## src/rtl/input_entry_ctrl.sv

```systemverilog
// Hex value entry controller: debounced ENTER/DEL/SUBMIT buttons build a right-aligned
// nibble register that is offered downstream over a valid/ready handshake.
module input_entry_ctrl #(
    parameter int DIGITS          = 4,
    parameter int DEBOUNCE_CYCLES = 100000
) (
    input  logic                             clk,
    input  logic                             rst,
    input  logic [3:0]                       sw_digit,
    input  logic                             btn_enter,
    input  logic                             btn_del,
    input  logic                             btn_submit,
    input  logic                             value_ready,
    output logic [4*DIGITS-1:0]              value_out,
    output logic                             value_valid,
    output logic [$clog2(DIGITS+1)-1:0]      digit_count,
    output logic                             entry_full
);
    localparam int VW   = 4 * DIGITS;
    localparam int CW   = $clog2(DIGITS + 1);
    localparam int DB_W = $clog2(DEBOUNCE_CYCLES + 1);

    typedef enum logic [1:0] {S_ENTRY, S_FULL, S_OFFER} state_t;

    // Button index: 0 = ENTER, 1 = DEL, 2 = SUBMIT
    logic [2:0]      w_raw;
    logic [2:0]      r_sync1, r_sync2, r_db, r_db_q, r_pulse;
    logic [DB_W-1:0] r_cnt [3];

    state_t          r_state, w_state_nxt;
    logic [VW-1:0]   r_value, w_value_nxt;
    logic [CW-1:0]   r_count, w_count_nxt;
    logic            w_ent, w_del, w_sub;

    assign w_raw = {btn_submit, btn_del, btn_enter};

    // Sync -> debounce -> registered rising-edge pulse
    always_ff @(posedge clk) begin
        if (rst) begin
            r_sync1 <= '0;
            r_sync2 <= '0;
            r_db    <= '0;
            r_db_q  <= '0;
            r_pulse <= '0;
            for (int i = 0; i < 3; i++) r_cnt[i] <= '0;
        end else begin
            r_sync1 <= w_raw;
            r_sync2 <= r_sync1;
            r_db_q  <= r_db;
            r_pulse <= r_db & ~r_db_q;
            for (int i = 0; i < 3; i++) begin
                if (r_sync2[i] == r_db[i]) begin
                    r_cnt[i] <= '0;
                end else if (r_cnt[i] == DB_W'(DEBOUNCE_CYCLES - 1)) begin
                    r_db[i]  <= ~r_db[i];
                    r_cnt[i] <= '0;
                end else begin
                    r_cnt[i] <= r_cnt[i] + 1'b1;
                end
            end
        end
    end

    // Priority SUBMIT > DEL > ENTER; lower-priority pulses in the same cycle are dropped
    assign w_sub = r_pulse[2];
    assign w_del = r_pulse[1] & ~r_pulse[2];
    assign w_ent = r_pulse[0] & ~r_pulse[1] & ~r_pulse[2];

    always_ff @(posedge clk) begin
        if (rst) begin
            r_state <= S_ENTRY;
            r_value <= '0;
            r_count <= '0;
        end else begin
            r_state <= w_state_nxt;
            r_value <= w_value_nxt;
            r_count <= w_count_nxt;
        end
    end

    always_comb begin
        w_state_nxt = r_state;
        w_value_nxt = r_value;
        w_count_nxt = r_count;
        case (r_state)
            S_ENTRY: begin
                if (w_sub) begin
                    if (r_count != '0) w_state_nxt = S_OFFER;
                end else if (w_del) begin
                    if (r_count != '0) begin
                        w_value_nxt = {4'h0, r_value[VW-1:4]};
                        w_count_nxt = r_count - 1'b1;
                    end
                end else if (w_ent) begin
                    w_value_nxt = {r_value[VW-5:0], sw_digit};
                    w_count_nxt = r_count + 1'b1;
                    if (r_count == CW'(DIGITS - 1)) w_state_nxt = S_FULL;
                end
            end
            S_FULL: begin
                if (w_sub) begin
                    w_state_nxt = S_OFFER;
                end else if (w_del) begin
                    w_value_nxt = {4'h0, r_value[VW-1:4]};
                    w_count_nxt = CW'(DIGITS - 1);
                    w_state_nxt = S_ENTRY;
                end
            end
            S_OFFER: begin
                if (value_ready) begin
                    w_value_nxt = '0;
                    w_count_nxt = '0;
                    w_state_nxt = S_ENTRY;
                end
            end
            default: w_state_nxt = S_ENTRY;
        endcase
    end

    assign value_out   = r_value;
    assign digit_count = r_count;
    assign value_valid = (r_state == S_OFFER);
    assign entry_full  = (r_count == CW'(DIGITS));

endmodule
```

## config.mk

```make
export PLATFORM = sky130hd
export DESIGN_NAME = input_entry_ctrl
export DESIGN_NICKNAME = d
export VERILOG_FILES = /design/src/rtl/input_entry_ctrl.sv
export SDC_FILE = /design/constraint.sdc
export NUM_CORES = 1
export LEC_CHECK = 0
export BUFFER_PORTS_ARGS = -buffer_cell sky130_fd_sc_hd__buf_4
export CAP_MARGIN = 20
export CORE_ASPECT_RATIO = 1.1
export CORE_MARGIN = 2
export CORE_UTILIZATION = 57
export CTS_BUF_LIST = sky130_fd_sc_hd__clkbuf_8
export CTS_CLUSTER_SIZE = 28
export DETAILED_ROUTE_END_ITERATION = 6
export PLACE_DENSITY_LB_ADDON = 0.15
export SLEW_MARGIN = 30
export SYNTH_ARGS = -nofsm -noshare
export SYNTH_HDL_FRONTEND = slang
export SYNTH_SLANG_ARGS = --single-unit
```

## constraint.sdc

```tcl
create_clock -name clk -period 2.1 [get_ports clk]
set_clock_uncertainty 0.15 [all_clocks]
set_input_delay 0 -clock clk [delete_from_list [all_inputs] [get_ports clk]]
set_output_delay 0 -clock clk [all_outputs]
set_load 0.05 [all_outputs]
```

# [Yosys cells after proc, flatten, opt, wreduce, memory -nomap -nowiden]
# Memories as Yosys holds them, arrays and structs flattened.
# Index checks and enable logic that the tools add are counted.
# Widths: inputs -> output; s select.
[word_totals] ff_bits=36 mem_bits_rw=51 wordCells=136 memories=1
[op_classes] add_sub_neg=5 eq_ne=21 mux=69 bitwise_logic=22 n_reduce_logical=8
[memory_table] memory="r_cnt" words=3 word_bits=17 read_ports=3 rd_ports_with_merged_regs=0 wr=3 line_no="28" rtl="logic [DB_W-1:0] r_cnt [3];"
[ops] operator="$mux 17" count=9
[ops] operator="$mux 16" count=7
[ops] operator="$add 17x1->17 const B" count=3
[ops] operator="$eq 17x17->1 const B" count=3
[ops] operator="$pmux 16 s3" count=1
[ops] operator="$mux 1" count=35
[ops] operator="$mux 3" count=7
[ops] operator="$ne 3x3->1 const B" count=7
[ops] operator="$mux 2" count=8
[ops] operator="$or 1x1->1" count=9
[ops] operator="$pmux 3 s3" count=1
[ops] operator="$ne 2x2->1 const B" count=4
[ops] operator="$not 1->1" count=8
[ops] operator="$reduce_and 7->1" count=1
[ops] operator="$pmux 2 s3" count=1
[ops] operator="$reduce_and 2->1" count=3
[ops] operator="$reduce_and 6->1" count=1
[ops] operator="$reduce_bool 3->1" count=2
[ops] operator="$add 3x1->3 const B" count=1
[ops] operator="$and 1x1->1" count=3
[ops] operator="$and 3x3->3" count=1
[ops] operator="$eq 1x1->1" count=3
[ops] operator="$eq 3x2->1 const B" count=1
[ops] operator="$eq 3x3->1 const B" count=1
[ops] operator="5 further kinds" count=5

# [Logic depth before layout (Yosys ltp)]
# Gate-level depths: netlist of run 1.
[depth] ltp_word=7 depth_mapped=7 mapped_depth_nobuf=6

# [Least setup slack after synthesis of run 1]
# Ideal clock, no wire load.
[synth_path] path_kind="flip-flop to flip-flop" start="reg r_count[0] (netlist: digit_count[0])" end="reg r_count[2] (netlist: digit_count[2])" setup_ns=0.092 arrival_time_ns=1.947 required_time_ns=1.858 path_slack_ns=-0.089 path_stages_with_launch=6 n_path_buf=0 synth_period_minus_slack_ns=2.189 path_cell_list="dfxtp_1 > inv_1 > fa_1 > xnor2_1 > or4_1 > o32ai_1"
[synth_via] elab_chain_len=5
[synth_lines] element="from (decl)" line_no="32" rtl="logic [CW-1:0] r_count, w_count_nxt;"
[synth_lines] element="from (signal assigned)" line_no="77" rtl="r_count <= w_count_nxt;"
[synth_lines] element="$add 3x1->3 or $sub 3x1->3 (tied branches)" line_no="96, 92"
[synth_lines] element="$mux 3, on equally long branches" line_no="94, 90"
[synth_lines] element="$mux 3" line_no="89" rtl="end else if (w_del) begin"
[synth_lines] element="$mux 3" line_no="87" rtl="if (w_sub) begin"
[synth_lines] element="$pmux 3 s3" line_no="85" rtl="case (r_state)"
# Several ways; a longest one is shown, not always the timed one. The select of a mux whose other input is x is not followed.
# A chain may end at the register's enable or synchronous reset.

==> Flow_metrics.wiki, run 1 <==
{| class="wikitable"
! Metric !! Value
|-
| Leakage component of the power || 2.12 nW
|-
| Area post-placement || just over 0.005 mm^2
|-
| Total number of vias || between 3000 and 4000
|-
| Most area-consuming cells after synthesis || sky130_fd_sc_hd__edfxtp_1 34%, sky130_fd_sc_hd__dfxtp_1 16%, sky130_fd_sc_hd__xnor2_1 5.4%
|-
| Synthesized cell area || about 0.0045 mm^2
|-
| Post-Route WL || approximately 9000 um
|-
| First-pass GRT wire length || about 15000 um
|-
| Arrival time worst endpoint || between 2000 and 2500 ps
|-
| Leading area contributor after synthesis || sky130_fd_sc_hd__edfxtp_1
|-
| Synthesized flop and latch total || 87
|-
| Total core area || between 0.007 and 0.008 mm^2
|-
| Number of inserted diodes || 0
|-
| Number of antenna violations at the first check in global routing || 0
|-
| Cell area after layout || between 0.005 and 0.006 mm^2
|-
| Number of sinks on the clock net || between 80 and 90
|-
| Pin count of the biggest net entering global routing || 23
|-
| Sum of overflow across all layers after global routing || 0
|-
| Fraction of synthesis flops using an asynchronous set or reset pin || 0%
|-
| Io pins || 31
|-
| Via count of the first global-routing pass || between 3000 and 4000
|-
| DRT Pass-1 Iters || 5
|-
| Leading cell types by count after synthesis || 54 x sky130_fd_sc_hd__nor2_1, 51 x sky130_fd_sc_hd__edfxtp_1, 36 x sky130_fd_sc_hd__dfxtp_1, 28 x sky130_fd_sc_hd__xnor2_1, 22 x sky130_fd_sc_hd__nand3_1
|-
| Final Slew Violations || 0
|-
| Detailed placement HPWL || roughly 6000 um
|-
| Worst hold path type || primary input to register
|-
| DR DRC count || 0
|-
| Floorplan die area || between 0.008 and 0.009 mm^2
|-
| Highest clock frequency the design can meet || ~480 MHz
|-
| Post-layout minimum cycle time || about 2100 ps
|-
| Synth-to-Final Area Change || 22.4%
|-
| Htree depth || 3
|-
| Total area of sequential cells || about 0.0023 mm^2
|-
| Proportion of netlist area held by the largest area contributor || 33.9%
|-
| Final worst hold slack || about 76 ps
|-
| Area used by multi-input combinational logic || about 0.0023 mm^2
|-
| Share of post-route cells with drive strength above 1 || approximately 16%
|-
| Routed len/inst || 13.6 um
|-
| Clock buffer count from CTS || 9
|-
| Post-synthesis instance total || approximately 430
|-
| RSZ-0062 raised after global routing || true
|-
| CTS tree || built
|-
| Mean post-synth cell area || about 10 um^2
|-
| Required time of the critical path || 2050 ps
|-
| Clock latency at the later pin of the worst-skew pair || ~350 ps
|-
| Count of standard-cell rows || 34
|-
| Final worst path period share || 99.6%
|-
| Count of endpoints failing setup in the final report || 0
|-
| Final Hold Viols || 0
|-
| Clock-pin slew reported for the worst setup and hold paths after clock tree synthesis || 80 ps
|-
| Die Y-Extent || 97.4 um
|-
| Critical Path Fanout Max || 5
|-
| Pwr per Cell Area || about 650 mW/mm^2
|-
| Post-placement cell count || slightly above 600
|-
| Number of enable flip-flop cells after synthesis || roughly 50
|-
| FILL cells || 602
|-
| Count of port buffers added during placement || 30
|-
| Routed vias/inst || 5.34
|-
| Final Net Count || 558
|-
| CP Launch Type || register
|-
| Most common cell in the netlist || sky130_fd_sc_hd__nor2_1
|-
| Worst setup path class || register to register
|-
| Kind of end point of the critical path || register
|-
| Run status || finished, final reports clean
|-
| Max rail drop VDD || ~460 uV
|-
| Global-route usage over all layers || 21.9%
|-
| Post-layout power || between 0.003 and 0.004 W
|-
| Remaining number of nets flagged by the antenna check after routing || 0
|-
| Most instantiated flip-flop cell in the synthesis netlist || sky130_fd_sc_hd__edfxtp_1
|-
| Maximum clock insertion buffer count || 2
|-
| Utilization after layout || a little under three quarters
|-
| Iter 0 DRT Violations || 159
|-
| Root cell of the clock tree || sky130_fd_sc_hd__clkbuf_8
|-
| Final RePlAce weighted congestion || about 0.82
|-
| X dimension of the die || ~89 um
|-
| Yosys warnings || 0
|-
| Number of different library cells in the post-synthesis netlist || 56
|-
| Sequential area share after synthesis || between 40% and 50%
|-
| Final Non-Filler Cells || 653
|-
| Initial core utilization || roughly three fifths
|-
| Max-cap violations || 0
|}
[final cells by class]
class	count	share of cell area, %
clock buffers	9	2.24
clock inverters	7	2.04
inverters	19	1.29
multi-input cells	361	41.9
flip-flops and latches	87	40.8
well taps	108	2.44
repair buffers	62	9.35
[per-stage QoR]
stage / setup slack (ps) / TNS (ps)
after floorplan: -15.9 / -15.9
after global placement: 134 / 0
after detailed placement: 77.0 / 0
after CTS: 63.1 / 0
after global routing: -47.5 / -508
final: 8.38 / 0
[logic make-up (layout without fill, tap and decap cells)]
group	count (synthesis)	count (layout)	synth area share, %
muxes	14	14	3.10
AOI/OAI and AO/OA	62	62	10.2
xor gates and xnor gates	45	45	8.73
and+or+nand+nor	181	181	22.1
other	1	51	0.0830
buffers and inverters	35	97	3.55
DFF	87	87	49.9
adders and majority gates	8	8	2.38
[cells in the final DEF, fill, tap and decap left out, types with 6 or more instances in the layout]
master / n
sky130_fd_sc_hd__a21oi_1: 10
sky130_fd_sc_hd__dlygate4sd3_1: 11
sky130_fd_sc_hd__mux2i_1: 14
sky130_fd_sc_hd__clkbuf_8: 9
sky130_fd_sc_hd__xnor2_1: 28
sky130_fd_sc_hd__conb_1: 51
sky130_fd_sc_hd__nor2_1: 50
sky130_fd_sc_hd__nand2_1: 17
sky130_fd_sc_hd__nand3_1: 22
sky130_fd_sc_hd__o211ai_1: 11
sky130_fd_sc_hd__xor2_1: 17
sky130_fd_sc_hd__nor4_1: 12
sky130_fd_sc_hd__inv_1: 19
sky130_fd_sc_hd__o31ai_1: 13
sky130_fd_sc_hd__ha_1: 6
sky130_fd_sc_hd__buf_4: 47
sky130_fd_sc_hd__dfxtp_1: 35
sky130_fd_sc_hd__nand4_1: 18
sky130_fd_sc_hd__nor2b_1: 14
sky130_fd_sc_hd__edfxtp_1: 51
sky130_fd_sc_hd__nor3_1: 10
sky130_fd_sc_hd__o21ai_0: 10
[routing by layer]
layer	wire length, um	track usage (%)	vias to the layer above
met5	0	0	-
met2	4490	36.7	57
met3	277	3.99	10
met4	117	6.64	0
met1	4010	28.3	1654
li1	-	-	1767
[final timing paths]
| kind | startpoint | endpoint | slack [ps] | cells past startpoint |
|---|---|---|---|---|
| worst min register to register | r_db_q[2]$_SDFF_PP0_ | r_pulse[2]$_SDFF_PP0_ | 240 | 1 |
| worst min-delay path | value_ready | r_state[1]$_SDFFE_PP0P_ | 80 | 5 |
| worst max-delay path | r_cnt[1][13]$_SDFFCE_PN0P_ | r_cnt[1][5]$_SDFFCE_PN0P_ | 8 | 5 |
| worst max register to register | r_cnt[1][13]$_SDFFCE_PN0P_ | r_cnt[1][5]$_SDFFCE_PN0P_ | 8 | 5 |
[flip-flops by register name, indices dropped and copies added, names as in the netlist]
register	count
r_db_q	3
r_sync2	3
digit_count	3
r_sync1	3
r_db	3
r_cnt	51
value_out	16
r_pulse	3
r_state	2
[where the power goes]
part           switching [W]  leakage (nW)  internal [W]  total [W]
logic               0.000179          1.18      0.000127   0.000306
clock network       0.000585         0.124      0.000784    0.00137
registers          0.0000582         0.818       0.00186    0.00192
total               0.000822          2.12       0.00277    0.00359
[critical path, cell delays in order (launching register included)]
cell and delay (ps):
sky130_fd_sc_hd__edfxtp_1 420, sky130_fd_sc_hd__or4_4 570, sky130_fd_sc_hd__nor4_4 340, sky130_fd_sc_hd__or2_4 210
sky130_fd_sc_hd__buf_6 120, sky130_fd_sc_hd__nor2_1 50
[what timing repair did]
action,in CTS,in global routing
resized for setup,0,11
buffers inserted,0,2
endpoints found under the hold margin,25,0
hold buffers,11,0
setup endpoints to repair,0,22
(Power assumes the default switching activity.)
==> run 2, diff against run 1 <==
BUFFER_PORTS_ARGS = -buffer_cell sky130_fd_sc_hd__buf_2   (was -buffer_cell sky130_fd_sc_hd__buf_4)
==> run 2 against run 1 <==
Compared with the run above: via count fell by 0.77%; register-to-register slack improved by 60 ps; largest cell class unchanged; routed wire length fell by 2.5%; core utilization fell by 1.9 points; global-route usage barely moved; cell count fell by 0.31%; setup slack improved by 56 ps; sequential share of layout area rose by 1.1 points; largest power group unchanged; first-iteration DRC count fell by 35%; non-clock buffer count fell by 2; clock power fell by 21%; sequential cell count did not move.
==> Flow_metrics.wiki, run 2 (synthesis results as in run 1) <==
{| class="wikitable"
! Metric !! Value
|-
| Area used by multi-input combinational logic || 0.00231 mm^2 (-0.32%)
|-
| Kind of end point of the critical path || register
|-
| Peak per-stage delay on the critical path || 580 ps (about the same)
|-
| Sum of overflow across all layers after global routing || 0 (unchanged)
|-
| Largest register by flop count || r_cnt
|-
| Max rail drop VDD || 411 uV (-10%)
|-
| Synth-to-Final Area Change || 19.2%
|-
| Via count of the first global-routing pass || 3381 (+0.21%)
|-
| Final Hold Viols || 0 (unchanged)
|-
| Post-Route WL || 8680 um (-2.5%)
|-
| Arrival time worst endpoint || 1980 ps (-70 ps)
|-
| Routed vias/inst || 5.32 (-0.47%)
|-
| Number of sinks on the clock net || 87 (unchanged)
|-
| Total area of sequential cells || 0.00225 mm^2 (unchanged)
|-
| Total number of vias || 3461 (-0.77%)
|-
| Reg2reg end || r_cnt[1][15]$_SDFFCE_PN0P_
|-
| Root cell of the clock tree || sky130_fd_sc_hd__clkbuf_8
|-
| Worst hold path type || primary input to register
|-
| Count of standard-cell rows || 34 (unchanged)
|-
| Initial core utilization || 58.0% (unchanged)
|-
| CTS tree || built
|-
| Final worst path period share || 96.9% (-2.7 points)
|-
| Final RePlAce weighted congestion || 0.882 (+7.8%)
|-
| Routed len/inst || 13.3 um (-2.2%)
|-
| Count of port buffers added during placement || 30 (unchanged)
|-
| FILL cells || 613 (+1.8%)
|-
| Cell chain of the critical path || or4_4 -> nor4_4 -> or2_4 -> buf_12 -> a21oi_1
|-
| Most frequent standard cell in the layout excluding fill and tap cells || sky130_fd_sc_hd__nor2_1
|-
| Standard cell with the maximum stage delay on the critical path || sky130_fd_sc_hd__or4_4
|-
| Area post-placement || 0.00506 mm^2 (-1.2%)
|-
| Io pins || 31 (unchanged)
|-
| RR Startpoint || r_cnt[1][14]$_SDFFCE_PN0P_
|-
| Number of inserted diodes || 0 (unchanged)
|-
| DR DRC count || 0 (unchanged)
|-
| Leakage component of the power || 2.08 nW (-2.0%)
|-
| Final Slew Violations || 0 (unchanged)
|-
| Worst setup path class || register to register
|-
| Number of antenna violations at the first check in global routing || 0 (unchanged)
|-
| Cell area after layout || 0.00538 mm^2 (-2.6%)
|-
| Critical Path Fanout Max || 11 (+6)
|-
| Floorplan die area || 0.00865 mm^2 (unchanged)
|-
| Required time of the critical path || 2040 ps (about the same)
|-
| Number of flip-flops in the largest register || 51 (unchanged)
|-
| Minimum setup slack after placement || 13.9 ps (-63.1 ps)
|-
| Clock latency at the later pin of the worst-skew pair || 350 ps (about the same)
|-
| Number of cells on the worst reg-to-reg path || 5 (unchanged)
|-
| DRT Pass-1 Iters || 4 (-1)
|-
| Detailed placement HPWL || 5990 um (+0.60%)
|-
| Final worst slack || 64.1 ps (+55.7 ps)
|-
| Highest clock frequency the design can meet || 491 MHz (+2.7%)
|-
| Total core area || 0.00778 mm^2 (unchanged)
|-
| Register-to-register setup slack || 60 ps (+60 ps)
|-
| Worst hold endpoint || r_state[1]$_SDFFE_PP0P_
|-
| Number of instances on the worst hold path || 5 (unchanged)
|-
| X dimension of the die || 88.9 um (unchanged)
|-
| Clock buffer count from CTS || 9 (unchanged)
|-
| Count of endpoints failing setup in the final report || 0 (unchanged)
|-
| Remaining number of nets flagged by the antenna check after routing || 0 (unchanged)
|-
| Share of post-route cells with drive strength above 1 || 14.9% (-1.0 points)
|-
| Final Net Count || 556 (-0.36%)
|-
| Startpoint of the worst hold path || value_ready
|-
| Iter 0 DRT Violations || 103 (-35%)
|-
| CP Launch Type || register
|-
| Final worst hold slack || 109 ps (+33.5 ps)
|-
| Clock-pin slew reported for the worst setup and hold paths after clock tree synthesis || 80 ps (about the same)
|-
| First-pass GRT wire length || 15100 um (-0.50%)
|-
| Post-layout minimum cycle time || 2040 ps (-55.7 ps)
|-
| Pin count of the biggest net entering global routing || 23 (unchanged)
|-
| Die Y-Extent || 97.4 um (unchanged)
|-
| Run status || finished, final reports clean
|-
| Maximum clock insertion buffer count || 2 (unchanged)
|-
| Global-route usage over all layers || 21.8% (-0.034 points)
|-
| Max-cap violations || 0 (unchanged)
|-
| Pwr per Cell Area || 611 mW/mm^2 (-6.0%)
|-
| Htree depth || 3 (unchanged)
|-
| Most frequent cells in the layout || 54 x sky130_fd_sc_hd__nor2_1, 51 x sky130_fd_sc_hd__edfxtp_1, 51 x sky130_fd_sc_hd__conb_1, 35 x sky130_fd_sc_hd__dfxtp_1, 30 x sky130_fd_sc_hd__buf_2
|}
-- run 2: critical path, delay by kind of cell (launching register included) --
kind	cells	cell delay, ps
compound gates	1	50
buf+inv	1	120
flops	1	430
simple gates	3	1040
-- run 2: how the worst max path moves through the flow --
| stage | startpoint | to | slack (ps) | cells past startpoint |
|---|---|---|---|---|
| 3_3_place_gp | r_state[1]$_SDFFE_PP0P_ | digit_count[1]$_SDFFE_PP0P_ | 110 | 5 |
| 2_1_floorplan | digit_count[1]$_SDFFE_PP0P_ | digit_count[2]$_SDFFE_PP0P_ | -20 | 5 |
| 4_1_cts | r_cnt[1][14]$_SDFFCE_PN0P_ | r_cnt[1][12]$_SDFFCE_PN0P_ | 40 | 5 |
| 5_1_grt | r_cnt[1][1]$_SDFFCE_PN0P_ | r_cnt[1][10]$_SDFFCE_PN0P_ | -6 | 5 |
| 3_5_place_dp | r_cnt[1][14]$_SDFFCE_PN0P_ | r_cnt[1][12]$_SDFFCE_PN0P_ | 10 | 5 |
| 6_report | r_cnt[1][14]$_SDFFCE_PN0P_ | r_cnt[1][15]$_SDFFCE_PN0P_ | 60 | 5 |
-- run 2: what timing repair did --
item	in CTS	in global routing
buffers inserted	0	1
endpoints found under the hold margin	26	0
gates resized for setup	1	4
hold buffers	11	0
pin swaps	0	0
endpoints found under the setup margin	1	26
-- run 2: final cells by class --
class	count	area share [%]
multi-input combinational	361	42.9
tap	108	2.51
inverter	19	1.32
timing repair buffer	60	8.02
clock inverter	5	0.604
sequential	87	41.9
clock buffer	11	2.81
-- run 2: metrics by stage --
step / utilization, % / TNS [ps] / std cells / power [W]
after detailed placement: 65.1 / 0 / 623 / 0.00222
after floorplan: - / -15.9 / 483 / 0.00215
after global placement: 65.1 / 0 / 623 / 0.00222
after global routing: 69.2 / -6.00 / 651 / 0.00342
after CTS: 68.9 / 0 / 650 / 0.00331
final: 69.2 / 0 / 651 / 0.00329
-- run 2: power breakdown --
part           switching (W)  internal (W)  total, W
Sequential         0.0000578       0.00186   0.00192
Combinational       0.000176      0.000118  0.000294
Clock               0.000584      0.000493   0.00108
-- run 2: routing by layer --
layer	up-vias	wire, um	global-route usage (%)
li1	1756	-	-
met1	1624	3940	28.4
met2	68	4350	36.9
met3	13	252	2.80
met4	0	133	7.69
met5	-	0	0
